### src/rtl/program3_pkg.sv
// Shared defaults and word type for the program3 register-file slice.
package program3_pkg;

    localparam int DEF_DATA_W = 32;
    localparam int DEF_ADDR_W = 4;
    localparam int DEF_DEPTH  = 2 ** DEF_ADDR_W;

    typedef logic [DEF_DATA_W-1:0] word_t;

endpackage : program3_pkg

### src/rtl/program3_mem.sv
// Word storage array: synchronous write and clear, asynchronous read.
// One shared address serves both the write and the read port.
module program3_mem
    import program3_pkg::*;
#(
    parameter int DATA_W = DEF_DATA_W,
    parameter int ADDR_W = DEF_ADDR_W,
    parameter int DEPTH  = DEF_DEPTH
) (
    input  logic              clk,
    input  logic              clr,
    input  logic              we,
    input  logic [ADDR_W-1:0] addr,
    input  logic [DATA_W-1:0] wdata,
    output logic [DATA_W-1:0] rdata
);

    logic [DATA_W-1:0] mem [DEPTH];

    // Clear wins over write; otherwise store wdata at the addressed word.
    always_ff @(posedge clk) begin
        if (clr) begin
            for (int i = 0; i < DEPTH; i++) begin
                mem[i] <= '0;
            end
        end else if (we) begin
            mem[addr] <= wdata;
        end
    end

    // Read is combinational so the stored word is visible in the same cycle.
    assign rdata = mem[addr];

endmodule : program3_mem

### src/rtl/program3.sv
// Top of the program3 slice: reset/write priority and load gating around
// the storage array. The read path shows the stored word only, never d_in.
module program3
    import program3_pkg::*;
#(
    parameter int DATA_W = DEF_DATA_W,
    parameter int ADDR_W = DEF_ADDR_W,
    parameter int DEPTH  = 2 ** ADDR_W
) (
    input  logic              c,
    input  logic              rst,
    input  logic              str,
    input  logic              ld,
    input  logic [DATA_W-1:0] d_in,
    input  logic [ADDR_W-1:0] a,
    output logic [DATA_W-1:0] d
);

    logic              wr_en;
    logic [DATA_W-1:0] rd_word;

    // A write coinciding with reset is discarded.
    always_comb begin
        wr_en = str & ~rst;
    end

    program3_mem #(
        .DATA_W (DATA_W),
        .ADDR_W (ADDR_W),
        .DEPTH  (DEPTH)
    ) u_mem (
        .clk   (c),
        .clr   (rst),
        .we    (wr_en),
        .addr  (a),
        .wdata (d_in),
        .rdata (rd_word)
    );

    // Drive zeros rather than the array contents when no load is requested.
    always_comb begin
        d = ld ? rd_word : '0;
    end

endmodule : program3

### config.mk
export PLATFORM = sky130hd
export DESIGN_NAME = program3
export DESIGN_NICKNAME = d
export VERILOG_FILES = /design/src/rtl/program3_pkg.sv /design/src/rtl/program3_mem.sv /design/src/rtl/program3.sv
export SDC_FILE = /design/constraint.sdc
export NUM_CORES = 1
export LEC_CHECK = 0
export BUFFER_PORTS_ARGS = -buffer_cell sky130_fd_sc_hd__buf_2
export CAP_MARGIN = 5
export CORE_AREA = 3 3 218 220
export CTS_BUF_LIST = sky130_fd_sc_hd__clkbuf_8 sky130_fd_sc_hd__clkbuf_16
export CTS_CLUSTER_DIAMETER = 50
export DETAILED_ROUTE_END_ITERATION = 6
export DIE_AREA = 0 0 221 223
export PLACE_DENSITY = 0.69
export SLEW_MARGIN = 20
export SYNTH_ARGS = -nofsm -noshare
export SYNTH_HDL_FRONTEND = slang
export SYNTH_SLANG_ARGS = --single-unit
export TNS_END_PERCENT = 100
### constraint.sdc
create_clock -name c -period 2.2 [get_ports c]
set_input_delay 0.44 -clock c [delete_from_list [all_inputs] [get_ports c]]
set_output_delay 0.44 -clock c [all_outputs]
set_load 0.01 [all_outputs]
==> impl_metrics.csv <==
group,metric,value,unit
synthesis,syn_avg_cell_area,15.2,sq um
floorplanning,die-area,49300,sq um
floorplanning,ioPinCount,72,
final_layout,largest_register_ffs,512,
floorplanning,std_cell_rows,78,
final_layout,top_regs,"u_mem.mem x512",
timing,setup-violations-final,32,
routing,vias,13659,
placed_design,dp_worst_setup_slack,-474,ps
global_route,grt_overflow_total,0,
floorplanning,die_y,223,um
timing,hold_viol,0,
cts,numCtsBuffers,54,
critical_path,critical_path_required,1760,ps
final_layout,syn2layout_area_growth,19.8,%
pwr,p_total,22.0,mW
critical_path,path_max_fanout,1,
floorplanning,initial_core_util,0.510,
worst_hold_path,min_from,"d_in[12]",
flow_run,maxCapViolCount,0,
synthesis,netlist_area,23200,sq um
timing,slew_headroom,0.655,
synthesis,synthTopCellsByArea,"edfxtp_1, and2_1, mux4_2",
outcome,violations,"setup timing",
synthesis,yosysTopAreaCell,"edfxtp_1",
placed_design,dp.cells,2215,
pwr,p_leak,10.2,nW
global_route,first_global_vias,14140,
global_route,grt_antenna_before_repair,2,
cts,htreeDepth,2,
routing,via_per_inst,5.88,
timing,tightest_slew,518,ps
routing,ant_nets,0,
worst_hold_path,hold_path_class,"in2reg",
cts,root_buffer,"clkbuf_16",
synthesis,netlist_instances,1528,
outcome,status,"complete, but fails checks",
critical_path,cp.arrival,2010,ps
synthesis,ys_warn_count,0,
routing,firstDrtPassIters,5,
final_layout,final_cell_mix,"and2_1, edfxtp_1, buf_4, buf_2, buf_12",
worst_hold_path,hold_end,"u_mem.mem[8][12]",
routing,drc,0,
cts,path_clk_slew,60,ps
global_route,grt_max_degree,33,
floorplanning,core-area,45500,sq um
floorplanning,die_w,221,um
routing,routed_wl,61700,um
pwr,power_density,790,nW/um^2
final_layout,top_register,"u_mem.mem",
timing,final_max_slew_viol_count,0,
placed_design,io_buffers,71,
timing,fmax,408,MHz
timing,min_period,2450,ps
synthesis,yosysTopAreaCellShare,0.662,
pwr,worst_ir_drop_vdd,0.587,mV
cts,cts_tree,"yes",
cts,cts_hold_buf,0,
final_layout,nNetsFinal,1719,
timing,rsz0062_at_grt,"yes",
final_layout,final_layout_size_suffix_gt1_frac,0.305,
critical_path,crit_path_end_kind,"output pin",
critical_path,cp-start-kind,"flip-flop",
timing,fin_ws,-254,ps
synthesis,ys_ff_latch,512,
routing,drtIter0Drc,1317,
worst_hold_path,hold_depth,2,
placed_design,gp_congestion,0.817,
placed_design,hpwl,38300,um
final_layout,stdcell_count,2321,
synthesis,ys_types,28,
timing,fin_tns_setup,-4870,ps
synthesis,synth_nets,1568,
final_layout,fill_cells,3396,
global_route,grt_pass1_wl,92100,um
global_route,track_usage,0.252,
synthesis,seq_area_frac_synth,0.662,
routing,wl_per_cell,26.6,um
timing,fin_crit_sh,1.12,
critical_path,path_class,"reg2out",
final_layout,final_util,0.612,
cts,cts.sink_count,512,
cts,cts_buffer_depth,3,
==> cell type report <==
class | instances | area (sq um) | share of cell area
antenna | 1 | 2.50 | 0.0000900
clock buffer | 54 | 1350 | 0.0486
clock inverter | 43 | 287 | 0.0103
multi-input combinational | 878 | 7650 | 0.275
sequential | 512 | 15400 | 0.553
tap | 600 | 751 | 0.0270
timing repair buffer | 233 | 2400 | 0.0863
==> power by group <==
part           internal (mW)  leakage [nW]  switching (mW)
logic                  0.918          4.43            1.13
registers               11.3          4.88           0.146
clock network           4.79         0.858            3.70
==> cell usage after synthesis <==
master / number
a22o_1: 32
a22oi_1: 32
and2_1: 512
and3_1: 1
and3b_1: 1
buf_1: 2
buf_2: 30
buf_4: 3
clkbuf_1: 94
clkbuf_2: 9
edfxtp_1: 512
mux2_2: 64
mux2i_1: 64
mux4_2: 64
nand2_1: 2
nand2b_1: 4
nand4b_1: 1
nand4bb_1: 2
nor2_1: 10
nor2_2: 3
nor2b_1: 1
nor3_1: 2
nor3_2: 1
nor3_4: 1
o22ai_1: 32
o31ai_1: 32
or2_2: 16
or4b_4: 1
==> metrics by stage <==
stage / cell area, sq um / hold WS [ps]
after detailed placement: 25800 / 897
after global placement: 25800 / 891
after CTS: 27700 / 263
after global routing: 27800 / 305
final: 27800 / 296
after floorplan: 23200 / 638
==> metal layers <==
| metal | track usage | part of all wire | up-vias |
|---|---|---|---|
| met2 | 0.413 | 0.48 | 604 |
| met3 | 0.0393 | 0.075 | 123 |
| met4 | 0.0870 | 0.031 | 2 |
| met1 | 0.346 | 0.41 | 6984 |
| li1 | - | - | 5946 |
| met5 | 0 | 0.00021 | - |
==> worst max-delay path, stage by stage (launching register included) <==
cell and delay [ps]:
edfxtp_1 400, mux4_2 490, a22oi_2 250, o31ai_2 130
buf_2 160
==> how the worst max path moves through the flow <==
stage / endpoint / slack (ps) / start / cells after the start
final: d[21] / -250 / u_mem.mem[6][21] / 4
after global routing: d[30] / -300 / u_mem.mem[7][30] / 4
after CTS: d[30] / -270 / u_mem.mem[6][30] / 4
after detailed placement: d[30] / -470 / a[0] / 7
after global placement: d[30] / -430 / a[0] / 7
after floorplan: u_mem.mem[12][0] / 9 / a[0] / 4
==> cell families after synthesis <==
group | after synthesis | synth area share
multiplexers | 192 | 0.121
AND/OR/NAND/NOR | 558 | 0.151
flip-flops | 512 | 0.662
buffers and inverters | 138 | 0.0249
AO/OA/AOI/OAI | 128 | 0.0414
==> repair_timing <==
item / 4_1_cts / 5_1_grt
gates resized for setup: 51 / 7
setup endpoints to repair: 32 / 32
buffers inserted: 5 / 6
pin swaps: 34 / 0
Power figures use the tool's default switching activity.
